**config.mk**
```make
export PLATFORM = sky130hd
export DESIGN_NAME = uart_rx_deserializer
export DESIGN_NICKNAME = d
export VERILOG_FILES = /design/src/rtl/uart_rx_deserializer.sv
export SDC_FILE = /design/constraint.sdc
export NUM_CORES = 1
export LEC_CHECK = 0
export BUFFER_PORTS_ARGS = -buffer_cell sky130_fd_sc_hd__buf_4
export CAP_MARGIN = 20
export CORE_ASPECT_RATIO = 0.8
export CORE_MARGIN = 8
export CORE_UTILIZATION = 50
export DETAILED_ROUTE_END_ITERATION = 6
export PLACE_DENSITY = 0.68
export SLEW_MARGIN = 15
export SYNTH_ARGS = -nofsm -noshare
export SYNTH_HDL_FRONTEND = slang
export SYNTH_SLANG_ARGS = --single-unit
```
**constraint.sdc**
```tcl
create_clock -name clk -period 2.5 [get_ports clk]
set_input_delay 0.625 -clock clk [delete_from_list [all_inputs] [get_ports clk]]
set_output_delay 0.625 -clock clk [all_outputs]
set_load 0.01 [all_outputs]
```
**src/rtl/uart_rx_deserializer.sv**
```systemverilog
// uart_rx_deserializer: 8-bit UART receiver with optional parity, one stop bit and framing/parity error strobes
module uart_rx_deserializer #(
  parameter int CLK_PER_BIT       = 5208,
  parameter int CLK_COUNTER_WIDTH = $clog2(CLK_PER_BIT),
  parameter int PARITY_EN         = 0,
  parameter int PARITY_ODD        = 0
) (
  input  logic       clk,
  input  logic       rst,
  input  logic       rx_in,
  output logic [7:0] p_data,
  output logic       data_valid,
  output logic       parity_err,
  output logic       framing_err,
  output logic       busy
);
  typedef enum logic [2:0] {IDLE, START, DATA, PARITY, STOP, WAIT_HIGH} state_t;
  localparam logic [CLK_COUNTER_WIDTH-1:0] LAST  = CLK_COUNTER_WIDTH'(CLK_PER_BIT - 1);
  localparam logic [CLK_COUNTER_WIDTH-1:0] HLAST = CLK_COUNTER_WIDTH'(CLK_PER_BIT / 2 - 1);
  state_t state, state_n;
  logic [CLK_COUNTER_WIDTH-1:0] cnt, cnt_n;
  logic [2:0] bit_idx, bit_idx_n;
  logic [7:0] shift_reg, shift_n, p_data_n;
  logic [1:0] sync;
  logic par_bit, par_n, dv_n, pe_n, fe_n, rx_s, tick, half;
  assign rx_s = sync[1];
  assign busy = state != IDLE;
  assign tick = cnt == LAST;
  assign half = cnt == HLAST;
  always_ff @(posedge clk or negedge rst) begin
    if (!rst) begin
      sync        <= 2'b11;
      state       <= IDLE;
      cnt         <= '0;
      bit_idx     <= '0;
      shift_reg   <= '0;
      par_bit     <= 1'b0;
      p_data      <= '0;
      data_valid  <= 1'b0;
      parity_err  <= 1'b0;
      framing_err <= 1'b0;
    end else begin
      sync        <= {sync[0], rx_in};
      state       <= state_n;
      cnt         <= cnt_n;
      bit_idx     <= bit_idx_n;
      shift_reg   <= shift_n;
      par_bit     <= par_n;
      p_data      <= p_data_n;
      data_valid  <= dv_n;
      parity_err  <= pe_n;
      framing_err <= fe_n;
    end
  end
  always_comb begin
    state_n   = state;
    cnt_n     = cnt + CLK_COUNTER_WIDTH'(1);
    bit_idx_n = bit_idx;
    shift_n   = shift_reg;
    par_n     = par_bit;
    p_data_n  = p_data;
    dv_n      = 1'b0;
    pe_n      = 1'b0;
    fe_n      = 1'b0;
    case (state)
      IDLE: begin
        cnt_n = '0;
        if (!rx_s) state_n = START;
      end
      START: if (half) begin
        cnt_n     = '0;
        bit_idx_n = '0;
        state_n   = rx_s ? IDLE : DATA;
      end
      DATA: if (tick) begin
        cnt_n            = '0;
        shift_n[bit_idx] = rx_s;
        bit_idx_n        = bit_idx + 3'd1;
        if (bit_idx == 3'd7) state_n = (PARITY_EN != 0) ? PARITY : STOP;
      end
      PARITY: if (tick) begin
        cnt_n   = '0;
        par_n   = rx_s;
        state_n = STOP;
      end
      STOP: if (tick) begin
        cnt_n = '0;
        if (rx_s) begin
          p_data_n = shift_reg;
          dv_n     = 1'b1;
          pe_n     = (PARITY_EN != 0) && (^shift_reg ^ par_bit ^ (PARITY_ODD != 0));
          state_n  = IDLE;
        end else begin
          fe_n    = 1'b1;
          state_n = WAIT_HIGH;
        end
      end
      WAIT_HIGH: begin
        cnt_n = '0;
        if (rx_s) state_n = IDLE;
      end
      default: state_n = IDLE;
    endcase
  end
endmodule

```
# --- Word-level counts from Yosys, hierarchy flattened ---
# Cells that the tools add are included.
op_classes:
  add_sub_neg: 2
  multipliers: 0
  div_mod_pow: 0
  magnitude_cmp: 2
  n_eq_ne: 15
  shifts: 0
  n_mux: 25
  n_bitwise: 0
  n_reduce_logical: 10
op_table:
  columns: ["cell", "count"]
  rows:
  - ["13-bit one-hot mux with 3 select lines", 1]
  - ["3-bit two-way mux", 10]
  - ["13-bit two-way mux", 2]
  - ["3-bit one-hot mux with 6 select lines", 1]
  - ["2-bit inequality test, second input constant", 7]
  - ["13-bit by 1-bit adder with 13-bit output, second input constant", 1]
  - ["13-bit by 12-bit == test with 1-bit output, second input constant", 1]
  - ["13-bit == test, second input constant", 1]
  - ["3-bit == test, second input constant", 3]
  - ["8-bit bitwise mux", 1]
  - ["1-bit two-way mux", 7]
  - ["7-bit AND reduction", 1]
  - ["3-bit by 2-bit == test with 1-bit output, second input constant", 2]
  - ["3-bit one-hot mux with 2 select lines", 1]
  - ["3-bit AND reduction", 2]
  - ["3-bit by 4-bit less-than comparator with 1-bit output, second input constant", 1]
  - ["3-bit by 1-bit adder with 3-bit output, second input constant", 1]
  - ["1-bit demux with 3-bit select", 1]
  - ["3-bit by 1-bit == test with 1-bit output, second input constant", 1]
  - ["3-bit by 1-bit >= comparator with 1-bit output, second input constant", 1]
  - ["3-bit zero test", 1]
  - ["3-bit nonzero test", 1]
  - ["3-bit OR reduction", 1]
  - ["2-bit two-way mux", 1]
  - ["other kinds (4)", 4]
word_totals:
  reg_bits: 39
  latchBits: 0
  ram_bits: 0
  romBits: 0
  input_bits: 3
  out_inout_bits: 12
  wordCells: 62
  memories: 0

# --- Logic depth before layout (Yosys ltp) ---
# Gate-level depths: netlist of the first run.
depth:
  depth_word: 5
  ltp_mapped: 8
  depth_no_buf: 6

# --- Least setup slack after synthesis of the first run ---
# OpenSTA, ideal clock, no wires.
synth_path:
  path_kind: "flip-flop to flip-flop"
  from: "register cnt[0]"
  to: "register shift_reg[3]"
  setup_ns: 0.127
  arrival_ns: 1.772
  setup_slack_ns: 0.601
  stages_incl_launch_ff: 9
  synth_period_minus_slack_ns: 1.899
  path_cell_list: "dfrtp_1 ha_1 and2_1 and4_1 buf_4 and3_1 buf_4 nand4b_1 mux2_1"
synth_between:
  elab_chain_len: 2
synth_lines:
  columns: ["element", "line", "rtl"]
  rows:
  - ["start: declaration", "21", "logic [CLK_COUNTER_WIDTH-1:0] cnt, cnt_n;"]
  - ["start signal: assignment", "45", "cnt <= cnt_n;"]
  - ["13-bit == test", "28", "assign tick = cnt == LAST;"]
  - ["2-bit AND reduction (no source line)", null, null]
  - ["end signal: assignment", "47", "shift_reg <= shift_n;"]
  - ["end: declaration", "23", "logic [7:0] shift_reg, shift_n, p_data_n;"]
# No other way between the ends.
# A chain may end at the register's enable or synchronous reset.

# --- Worst setup path after layout of the first run ---
layout_path:
  from: "register cnt[0]"
  to: "register cnt[3]"
layout_between:
  elab_chain_len: 3
  word_cells_on_any_way: 6
  cone_classes: "add/sub (1); eq/ne (2); mux (3)"
layout_lines:
  columns: ["element", "line", "rtl"]
  rows:
  - ["13-bit by 1-bit adder with 13-bit output, or another cell as far along", "57", "cnt_n = cnt + CLK_COUNTER_WIDTH'(1);"]
  - ["13-bit two-way mux, on equally long branches", null, null]
  - ["13-bit one-hot mux with 3 select lines *", "65", "case (state)"]
  - ["via cnt_n[3]", "21", null]
# Mark *: on every way through the listed nets, which the timed path passes. The rest lies on a longest branch.

==> reports/qor.csv, run 1 <==
stage,metric,value,unit
placement,number of port buffers,13,
run_status,status,finished clean,
finish,n_diodes,0,
placement,routability-driven placement congestion ratio,0.8109,
power,leakage power,0.9657,nW
logic_synthesis,Synth cell types,43,
timing,count of endpoints failing setup in the final report,0,
floorplanning,io pins,15,
setup_path,Slowest cell on crit path,sky130_fd_sc_hd__a21boi_2,
finish,fraction of final layout cells sized beyond drive strength 1,0.2515,
timing,number of hold violations in the final report,0,
floorplanning,total die area,5957,um^2
placement,HPWL Detailed,2249,um
setup_path,peak per-stage delay on the critical path,0.51,ns
power,design internal power,0.8309,mW
floorplanning,chip width,84.32,um
logic_synthesis,dominant synthesized flop cell,sky130_fd_sc_hd__dfrtp_1,
grt,wire length of the first global-routing pass,5609,um
routing,Detailed Routing Iterations Pass 1,4,
job,number of maximum-capacitance constraint violations,0,
logic_synthesis,sequential-to-total area share from yosys stat,0.5241,
clocking,clock root buffer master,sky130_fd_sc_hd__clkbuf_8,
floorplanning,floorplan row count,20,
power,power spent charging and discharging nets,0.2242,mW
power,power density over the cells,515.7,nW/um^2
timing,actual slew at the worst max-slew pin,0.5532,ns
routing,Post-route DRC,0,
setup_path,WP data arrival,2.27,ns
grt,number of global-route vias before repair,1250,
floorplanning,initial standard-cell utilization of the core,0.5075,
finish,Area growth syn-to-layout,9.584,%
timing,RSZ-0062 raised after global routing,false,
routing,wire per inst,15.28,um
setup_path,Critical Setup Path Class,reg -> reg,
logic_synthesis,library cell with the highest instance count after synthesis,sky130_fd_sc_hd__dfrtp_1,
clocking,Clock Latency Late Sink,0.29,ns
routing,drt initial violations,68,
timing,Post-Route Setup TNS,0,ns
clocking,CTS HTree Levels,2,
clocking,buffers inserted during post-CTS setup optimization,0,
grt,number of antenna violations at the first check in global routing,0,
clocking,Post-CTS Resized,0,
logic_synthesis,most used standard cells in the synthesized netlist,"sky130_fd_sc_hd__dfrtp_1, sky130_fd_sc_hd__nor2_1, sky130_fd_sc_hd__mux2_2",
logic_synthesis,synthesized area,1867,um^2
logic_synthesis,top cells by area in the synthesized netlist,"sky130_fd_sc_hd__dfrtp_1, sky130_fd_sc_hd__mux2_2, sky130_fd_sc_hd__nor2_1",
finish,max FFs per register,13,
timing,f_max,471.9,MHz
power,Sequential Power Share,0.604,
clocking,buffer levels on the longest clock path,2,
logic_synthesis,number of synthesized flops with an enable pin,0,
grt,largest net degree at the start of global routing,40,
timing,part of the cycle the worst path needs,0.8477,
grt,residual overflow from global routing,0,
setup_path,worst path buffer plus inverter count,0,
clocking,hold-fix buffers at CTS,0,
timing,worst slack on hold paths,0.3025,ns
routing,mean number of vias per cell,5.558,
logic_synthesis,warnings from Yosys,0,
logic_synthesis,number of instances in the synthesized netlist,160,
worst_hold_path,worst min path class,in -> async,
timing,final worst path period need,2.119,ns
clocking,total clock sinks,39,
clocking,post-CTS clock slew at the launch and capture registers of the worst setup and hold paths,0.07,ns
grt,Global Route Usage Sum,0.1165,
clocking,number of clock buffers inserted by TritonCTS,5,
logic_synthesis,share of Yosys cell area claimed by the top area cell type,0.4960,
logic_synthesis,mean post-synth cell area,11.67,um^2
setup_path,maximum fanout encountered on the critical timing path,13,
setup_path,required time at the endpoint of the critical path,2.65,ns
power,switching power share of the total,0.2125,
logic_synthesis,post-synth net total,166,
power,clock power share,0.381,
setup_path,Startpoint Class,flop,
floorplanning,overall die height,70.65,um
setup_path,chain of cells forming the critical path,ha_1 -> and2_1 -> and4_1 -> a2bb2oi_1 -> a21boi_2 -> nor2_1,
power,relative contribution of combinational cells to total power,0.015,
logic_synthesis,synthesized flop and latch total,39,
setup_path,cell family with the largest share of critical-path delay,compound AO/OA/AOI/OAI gates,
routing,remaining antenna violation count after routing,0,
timing,worst rel slew slack,0.6291,
routing,routed vias,1195,
logic_synthesis,post-synth top area cell,sky130_fd_sc_hd__dfrtp_1,
clocking,CTS tree,built,
power,maximum VDD drop,432.8,uV
timing,number of slew-limit violations in the final report,0,
timing,Setup Skew,0.003999,ns
routing,sum of routed wire length over all layers,3286,um
floorplanning,area of the placeable core,3679,um^2
setup_path,kind of capture point of the worst setup path,flop,
finish,number of nets in the layout,176,
logic_synthesis,share of synthesized flip-flops with an asynchronous set or reset,1.000,
-- stage by stage --
stage                     cells  area (um^2)  power (mW)  setup WS, ns    util
after floorplan             160         1867      0.6513        0.6007       -
after global routing        215         2046       1.102        0.2372  0.5561
after detailed placement    207         1961      0.6667        0.3751  0.5330
after CTS                   215         2046       1.071        0.3701  0.5561
after global placement      207         1961      0.6654        0.4977  0.5330
final                       215         2046       1.055        0.3808  0.5561
-- layout make-up --
| cell class | instances | area, um^2 |
|---|---|---|
| fillers | 312 | 1633 |
| well taps | 44 | 55.05 |
| clock inverters | 2 | 12.51 |
| inverters | 1 | 3.754 |
| flip-flops and latches | 39 | 978.4 |
| repair buffers | 13 | 97.59 |
| clock buffers | 6 | 72.57 |
| multi-input cells | 110 | 825.8 |
-- layout by cell type, fill, tap and decap left out, types with 2 or more instances in the layout --
cell                       netlist  final
sky130_fd_sc_hd__a22o_1          2      2
sky130_fd_sc_hd__and2_1          3      3
sky130_fd_sc_hd__and3_1          4      4
sky130_fd_sc_hd__and4bb_1        2      2
sky130_fd_sc_hd__buf_4           3     13
sky130_fd_sc_hd__clkbuf_8        0      5
sky130_fd_sc_hd__dfrtp_1        37     37
sky130_fd_sc_hd__dfstp_2         2      2
sky130_fd_sc_hd__ha_1            3      3
sky130_fd_sc_hd__mux2_1          3      3
sky130_fd_sc_hd__mux2_2         15     15
sky130_fd_sc_hd__nand2_1        10     10
sky130_fd_sc_hd__nand3_1         3      3
sky130_fd_sc_hd__nand3_2         2      2
sky130_fd_sc_hd__nand4_1         4      4
sky130_fd_sc_hd__nand4b_1        2      2
sky130_fd_sc_hd__nor2_1         19     19
sky130_fd_sc_hd__nor3_1          2      2
sky130_fd_sc_hd__nor3b_1         2      2
sky130_fd_sc_hd__nor4_1          2      2
sky130_fd_sc_hd__nor4b_2         2      2
sky130_fd_sc_hd__nor4bb_1        2      2
sky130_fd_sc_hd__or3_1           2      2
sky130_fd_sc_hd__xnor2_1         4      4
sky130_fd_sc_hd__xor2_1          7      7
-- layer usage --
layer,up-vias,global-route usage,share of wire
li1,579,-,-
met1,587,0.1474,0.48
met2,21,0.1672,0.46
met3,8,0.04243,0.049
met4,0,0.06692,0.014
met5,-,0,0
-- kinds of logic after synthesis --
| family | synth area share |
|---|---|
| multiplexers | 0.1139 |
| adder cells (fa/ha/maj) | 0.02011 |
| flip-flops | 0.5241 |
| other | 0.002009 |
| AND/OR/NAND/NOR | 0.2118 |
| XOR/XNOR | 0.05161 |
| AO/OA/AOI/OAI | 0.04290 |
| buffers and inverters | 0.03351 |
-- power by group through the flow --
stage               clock [mW]  sequential [mW]  combinational (mW)
global route             0.445            0.638              0.0191
CTS                      0.416            0.638              0.0170
floorplan                    0            0.647             0.00427
global placement             0            0.649              0.0159
finish                   0.402            0.638              0.0158
detailed placement           0            0.650              0.0170
-- worst paths after layout --
check	from	to	slack [ns]	cells past startpoint
hold / removal	rst	cnt[11]	0.30	1
min in group clk	sync[0]	sync[1]	0.36	0
hold reg to reg	sync[0]	sync[1]	0.36	0
setup / recovery	cnt[0]	cnt[3]	0.38	6
max in group asynchronous	rst	sync[0]	1.84	1
setup reg to reg	cnt[0]	cnt[3]	0.38	6
(Power assumes the default switching activity.)
==> run 2, diff against run 1 <==
--- a/config.mk
+++ b/config.mk
@@ -5,13 +5,14 @@
 export SDC_FILE = /design/constraint.sdc
 export NUM_CORES = 1
 export LEC_CHECK = 0
+export ABC_AREA = 1
 export BUFFER_PORTS_ARGS = -buffer_cell sky130_fd_sc_hd__buf_4
 export CAP_MARGIN = 20
 export CORE_ASPECT_RATIO = 0.8
 export CORE_MARGIN = 8
 export CORE_UTILIZATION = 50
 export DETAILED_ROUTE_END_ITERATION = 6
-export PLACE_DENSITY = 0.68
+export PLACE_DENSITY = 0.71
 export SLEW_MARGIN = 15
 export SYNTH_ARGS = -nofsm -noshare
 export SYNTH_HDL_FRONTEND = slang
==> constraint.sdc (replaced) <==
create_clock -name clk -period 1.7 [get_ports clk]
set_input_delay 0.425 -clock clk [delete_from_list [all_inputs] [get_ports clk]]
set_output_delay 0.425 -clock clk [all_outputs]
set_load 0.01 [all_outputs]
==> reports/qor.csv, run 2 <==
stage,metric,value,unit,change
clocking,post-CTS clock slew at the launch and capture registers of the worst setup and hold paths,0.07,ns,about the same
logic_synthesis,sequential-to-total area share from yosys stat,0.4619,,-0.06223
logic_synthesis,mean post-synth cell area,7.330,um^2,-37%
grt,wire length of the first global-routing pass,7334,um,+31%
finish,n_diodes,0,,unchanged
logic_synthesis,number of instances in the synthesized netlist,289,,+81%
floorplanning,floorplan row count,21,,+5.0%
routing,remaining antenna violation count after routing,0,,unchanged
grt,number of antenna violations at the first check in global routing,0,,unchanged
run_status,status,finished clean,,
setup_path,chain of cells forming the critical path,nor2_2 -> nand2_1 -> buf_4,,
timing,Post-Route Setup TNS,0,ns,unchanged
floorplanning,chip width,88.77,um,+5.3%
floorplanning,overall die height,74.22,um,+5.0%
clocking,hold-fix buffers at CTS,0,,unchanged
clocking,number of clock buffers inserted by TritonCTS,5,,unchanged
floorplanning,area of the placeable core,4125,um^2,+12%
grt,residual overflow from global routing,0,,unchanged
setup_path,Startpoint Class,flop,,
clocking,CTS HTree Levels,2,,unchanged
setup_path,WP data arrival,1.18,ns,-1.09 ns
timing,number of slew-limit violations in the final report,0,,unchanged
setup_path,maximum fanout encountered on the critical timing path,6,,-7
clocking,Clock Latency Late Sink,0.29,ns,about the same
logic_synthesis,post-synth top area cell,sky130_fd_sc_hd__dfrtp_1,,
timing,final worst path period need,1.604,ns,
timing,Setup Skew,0.005660,ns,+0.001662 ns
floorplanning,initial standard-cell utilization of the core,0.5135,,+0.006014
grt,Global Route met2 Usage,0.2135,,+0.04623
worst_hold_path,worst min path class,in -> async,,
finish,FF/Latch Area,978.4,um^2,unchanged
setup_path,Critical Setup Path Class,reg -> out,,
routing,Detailed Routing Iterations Pass 1,4,,unchanged
timing,number of hold violations in the final report,0,,unchanged
routing,mean number of vias per cell,4.842,,-13%
timing,setup slack after layout,0.09569,ns,-0.2852 ns
finish,"most common cell after layout, fill and taps aside",sky130_fd_sc_hd__nand2_1,,
clocking,buffer levels on the longest clock path,2,,unchanged
finish,Area growth syn-to-layout,17.84,%,
routing,routed vias,1806,,+51%
timing,worst slack on hold paths,0.08453,ns,-0.2180 ns
placement,HPWL Detailed,3061,um,+36%
finish,post-route cell area,2496,um^2,+22%
placement,instance area after placement,2338,um^2,+19%
finish,number of nets in the layout,321,,+82%
grt,number of global-route vias before repair,1686,,+35%
clocking,CTS tree,built,,
timing,count of endpoints failing setup in the final report,0,,unchanged
finish,"commonest cells after routing, fill and taps aside","sky130_fd_sc_hd__nand2_1, sky130_fd_sc_hd__inv_1, sky130_fd_sc_hd__dfrtp_1",,
routing,wire per inst,11.22,um,-27%
setup_path,cell family with the largest share of critical-path delay,flip-flops,,
placement,routability-driven placement congestion ratio,0.9158,,+13%
logic_synthesis,share of Yosys cell area claimed by the top area cell type,0.4371,,-0.05888
finish,final core utilization,0.6051,,+0.04897
timing,f_max,623.3,MHz,
logic_synthesis,share of synthesized flip-flops with an asynchronous set or reset,1.000,,unchanged
routing,drt initial violations,97,,+43%
setup_path,worst path buffer plus inverter count,1,,+1
power,maximum VDD drop,537.8,uV,+24%
power,leakage power,1.286,nW,+33%
placement,post-placement worst setup slack,0.08517,ns,-0.2900 ns
finish,area of the multi-input gates,965.9,um^2,+17%
clocking,clock root buffer master,sky130_fd_sc_hd__clkbuf_8,,
job,number of maximum-capacitance constraint violations,0,,unchanged
logic_synthesis,synthesized area,2118,um^2,+13%
timing,part of the cycle the worst path needs,0.9437,,
power,power density over the cells,699.7,nW/um^2,+36%
clocking,total clock sinks,39,,unchanged
logic_synthesis,dominant synthesized flop cell,sky130_fd_sc_hd__dfrtp_1,,
logic_synthesis,top cells by area in the synthesized netlist,"sky130_fd_sc_hd__dfrtp_1, sky130_fd_sc_hd__nand2_1, sky130_fd_sc_hd__nand3_1",,
grt,layer with the highest usage,met2,,
finish,number of fill cells in the layout,369,,+18%
routing,Post-route DRC,0,,unchanged
logic_synthesis,library cell with the highest instance count after synthesis,sky130_fd_sc_hd__nand2_1,,
grt,met3 track demand over resource in global routing,0.03422,,-0.008215
logic_synthesis,most used standard cells in the synthesized netlist,"sky130_fd_sc_hd__nand2_1, sky130_fd_sc_hd__inv_1, sky130_fd_sc_hd__nor2_1",,
grt,largest net degree at the start of global routing,40,,unchanged
placement,number of port buffers,13,,unchanged
routing,sum of routed wire length over all layers,4186,um,+27%
floorplanning,total die area,6588,um^2,+11%
logic_synthesis,warnings from Yosys,0,,unchanged
grt,Global Route Usage Sum,0.1428,,+0.02623
setup_path,slack of the worst reg-to-reg path,0.15,ns,-0.23 ns
floorplanning,io pins,15,,unchanged
logic_synthesis,post-synth net total,295,,+78%
setup_path,required time at the endpoint of the critical path,1.27,ns,-1.38 ns
setup_path,Slowest cell on crit path,sky130_fd_sc_hd__dfrtp_1,,
grt,met1 Use GR,0.1915,,+0.04407
finish,max FFs per register,13,,unchanged
setup_path,kind of capture point of the worst setup path,output pin,,
logic_synthesis,synthesized flop and latch total,39,,unchanged
finish,fraction of final layout cells sized beyond drive strength 1,0.1424,,-0.1091
logic_synthesis,Synth cell types,23,,-47%
setup_path,peak per-stage delay on the critical path,0.45,ns,-0.06 ns
logic_synthesis,number of synthesized flops with an enable pin,0,,unchanged
-- run 2: layout make-up --
type / count / area share
clock inverters: 2 / 0.01404
well taps: 57 / 0.02857
clock buffers: 6 / 0.03308
inverters: 40 / 0.06015
repair buffers: 25 / 0.08521
multi-input cells: 204 / 0.3870
flip-flops and latches: 39 / 0.3920
-- run 2: metal layers --
layer	share of wire	vias up	wire [um]
met5	0	-	0
met4	0.015	0	64
met3	0.066	7	276
met2	0.42	46	1748
met1	0.50	803	2096
li1	-	950	-
-- run 2: where the power goes --
part / switching (mW) / leakage, nW / internal, mW / total (mW)
Sequential: 0.00445 / 0.523 / 0.932 / 0.936
Combinational: 0.0197 / 0.702 / 0.00324 / 0.0230
Clock: 0.313 / 0.0612 / 0.475 / 0.787
Total: 0.337 / 1.29 / 1.41 / 1.75
-- run 2: worst paths after layout --
| check | to | startpoint | depth (start not counted) |
|---|---|---|---|
| max in group asynchronous | sync[1] | rst | 1 |
| min reg2reg | sync[1] | sync[0] | 0 |
| min | cnt[9] | rst | 1 |
| min in group clk | sync[0] | rx_in | 1 |
| max reg2reg | state[0] | cnt[0] | 9 |
| max | busy | state[0] | 3 |
-- run 2: stage by stage --
stage          instances  total power [mW]
6_report             373             1.746
5_1_grt              373             1.810
4_1_cts              372             1.771
3_5_place_dp         364            0.9783
3_3_place_gp         364            0.9784
2_1_floorplan        289            0.9578
-- run 2: cells by family (layout without fill, tap and decap cells) --
| group | Yosys count | after routing | share of synthesized area |
|---|---|---|---|
| buffers and inverters | 46 | 73 | 0.09155 |
| XOR/XNOR | 6 | 6 | 0.02481 |
| flip-flops | 39 | 39 | 0.4619 |
| other | 1 | 1 | 0.001770 |
| adder cells (fa/ha/maj) | 3 | 3 | 0.01772 |
| AND/OR/NAND/NOR | 175 | 175 | 0.3556 |
| AO/OA/AOI/OAI | 19 | 19 | 0.04666 |
-- run 2: repair_timing --
action	4_1_cts	5_1_grt
resized for setup	0	5
buffers inserted	0	1
endpoints found under the setup margin	0	19
==> run 3, diff against run 2 <==
--- a/config.mk
+++ b/config.mk
@@ -12,7 +12,7 @@
 export CORE_MARGIN = 8
 export CORE_UTILIZATION = 50
 export DETAILED_ROUTE_END_ITERATION = 6
-export PLACE_DENSITY = 0.71
+export PLACE_DENSITY = 0.69
 export SLEW_MARGIN = 15
 export SYNTH_ARGS = -nofsm -noshare
 export SYNTH_HDL_FRONTEND = slang
==> reports/qor.csv, run 3 (same netlist as run 2, synthesis figures left out) <==
stage,metric,value,unit,change
routing,sum of routed wire length over all layers,4281,um,+2.3%
clocking,CTS HTree Levels,2,,unchanged
grt,Global Route met2 Usage,0.2061,,-0.007389
setup_path,most frequent cell on the critical path,sky130_fd_sc_hd__buf_4,,
routing,Detailed Routing Iterations Pass 1,4,,unchanged
setup_path,Critical Setup Path Class,reg -> out,,
floorplanning,initial standard-cell utilization of the core,0.5135,,unchanged
placement,number of port buffers,13,,unchanged
floorplanning,chip width,88.77,um,unchanged
clocking,hold-fix buffers at CTS,0,,unchanged
grt,layer with the highest usage,met2,,
setup_path,required time at the endpoint of the critical path,1.27,ns,about the same
clocking,total clock sinks,39,,unchanged
setup_path,peak per-stage delay on the critical path,0.39,ns,-0.06 ns
timing,final worst path period need,1.605,ns,+0.001131 ns
power,maximum VDD drop,586.7,uV,+9.1%
routing,Post-route DRC,0,,unchanged
floorplanning,area of the placeable core,4125,um^2,unchanged
grt,number of antenna violations at the first check in global routing,0,,unchanged
floorplanning,io pins,15,,unchanged
routing,wire per inst,11.54,um,+2.8%
routing,routed vias,1798,,-0.44%
clocking,number of clock buffers inserted by TritonCTS,5,,unchanged
placement,routability-driven placement congestion ratio,0.8958,,-2.2%
finish,max FFs per register,13,,unchanged
setup_path,worst path buffer plus inverter count,3,,+2
timing,count of endpoints failing setup in the final report,0,,unchanged
finish,Area growth syn-to-layout,17.66,%,
timing,number of slew-limit violations in the final report,0,,unchanged
floorplanning,total die area,6588,um^2,unchanged
power,power density over the cells,750.0,nW/um^2,+7.2%
clocking,post-CTS clock slew at the launch and capture registers of the worst setup and hold paths,0.08,ns,about the same
grt,largest net degree at the start of global routing,40,,unchanged
timing,f_max,622.9,MHz,about the same
power,"sum of internal, switching and leakage power",1.869,mW,+7.0%
clocking,clock root buffer master,sky130_fd_sc_hd__clkbuf_8,,
setup_path,kind of capture point of the worst setup path,output pin,,
timing,part of the cycle the worst path needs,0.9444,,about the same
setup_path,WP data arrival,1.18,ns,about the same
worst_hold_path,worst min path class,in -> async,,
floorplanning,floorplan row count,21,,unchanged
setup_path,chain of cells forming the critical path,buf_4 -> inv_1 -> nand2_1 -> buf_4,,
setup_path,cell family with the largest share of critical-path delay,buffers and inverters,,
clocking,buffer levels on the longest clock path,2,,unchanged
finish,n_diodes,0,,unchanged
setup_path,Slowest cell on crit path,sky130_fd_sc_hd__dfrtp_1,,
floorplanning,overall die height,74.22,um,unchanged
grt,Global Route Usage Sum,0.1446,,+0.001802
finish,fraction of final layout cells sized beyond drive strength 1,0.1338,,-0.008647
clocking,buffers inserted during post-CTS setup optimization,0,,unchanged
job,number of maximum-capacitance constraint violations,0,,unchanged
setup_path,maximum fanout encountered on the critical timing path,6,,unchanged
finish,"most common cell after layout, fill and taps aside",sky130_fd_sc_hd__nand2_1,,
timing,Setup Skew,0.006729,ns,+0.001069 ns
timing,number of hold violations in the final report,0,,unchanged
setup_path,Startpoint Class,flop,,
power,leakage power,1.274,nW,-0.93%
routing,mean number of vias per cell,4.846,,about the same
placement,HPWL Detailed,3044,um,-0.54%
timing,worst slack on hold paths,0.09134,ns,+0.006814 ns
grt,met3 track demand over resource in global routing,0.03753,,+0.003311
finish,number of nets in the layout,319,,-0.62%
grt,residual overflow from global routing,0,,unchanged
finish,"commonest cells after routing, fill and taps aside","sky130_fd_sc_hd__nand2_1, sky130_fd_sc_hd__inv_1, sky130_fd_sc_hd__dfrtp_1",,
clocking,Clock Latency Late Sink,0.29,ns,about the same
run_status,status,finished clean,,
grt,number of global-route vias before repair,1620,,-3.9%
grt,wire length of the first global-routing pass,7320,um,-0.19%
grt,met1 Use GR,0.2012,,+0.009738
routing,drt initial violations,163,,+68%
clocking,CTS tree,built,,
routing,remaining antenna violation count after routing,0,,unchanged
==> run 3: layout make-up <==
| type | count | area (um^2) |
|---|---|---|
| clock buffers | 6 | 72.57 |
| clock inverters | 2 | 60.06 |
| fillers | 370 | 1633 |
| inverters | 40 | 150.1 |
| multi-input cells | 205 | 982.2 |
| flip-flops and latches | 39 | 978.4 |
| well taps | 57 | 71.32 |
| repair buffers | 22 | 177.7 |
==> run 3: timing repair <==
action / 4_1_cts / 5_1_grt
hold endpoints to repair: 0 / 0
resized for setup: 0 / 7
setup endpoints to repair: 0 / 23
==> run 3: path summary, 6_finish.rpt <==
kind,slack [ns],cells past startpoint,from,end
setup / recovery,0.09,4,state[2],busy
hold / removal,0.09,1,rst,cnt[9]
hold reg to reg,0.36,0,sync[0],sync[1]
min in group clk,0.24,1,rx_in,sync[0]
max in group asynchronous,1.25,1,rst,sync[1]
setup reg to reg,0.16,9,state[1],shift_reg[7]
==> run 3: power breakdown <==
| group | internal [mW] | switching [mW] | leakage [nW] |
|---|---|---|---|
| clock | 0.587 | 0.324 | 0.0654 |
| combinational | 0.00324 | 0.0199 | 0.686 |
| sequential | 0.932 | 0.00438 | 0.523 |
| total | 1.52 | 0.348 | 1.27 |
==> run 3: worst reg2reg max path: cells and delay by family, from the launching register on <==
kind	cells	cell delay, ns
buffers and inverters	3	0.33
and+or+nand+nor	6	0.66
DFF	1	0.44
==> run 3: per-layer routing <==
layer  vias up  wire, um
li1        949         -
met1       794      2154
met2        46      1782
met3         9       264
met4         0        79
met5         -         0
==> run 3: stage by stage <==
stage | setup WS, ns | std cells | cell area, um^2 | TNS (ns) | utilization
floorplan | 0.1768 | 289 | 2118 | 0 | -
global placement | 0.1313 | 362 | 2323 | 0 | 0.5632
detailed placement | 0.09665 | 362 | 2323 | 0 | 0.5632
CTS | 0.05069 | 370 | 2456 | 0 | 0.5954
global route | -0.008401 | 371 | 2492 | -0.008511 | 0.6042
finish | 0.09456 | 371 | 2492 | 0 | 0.6042
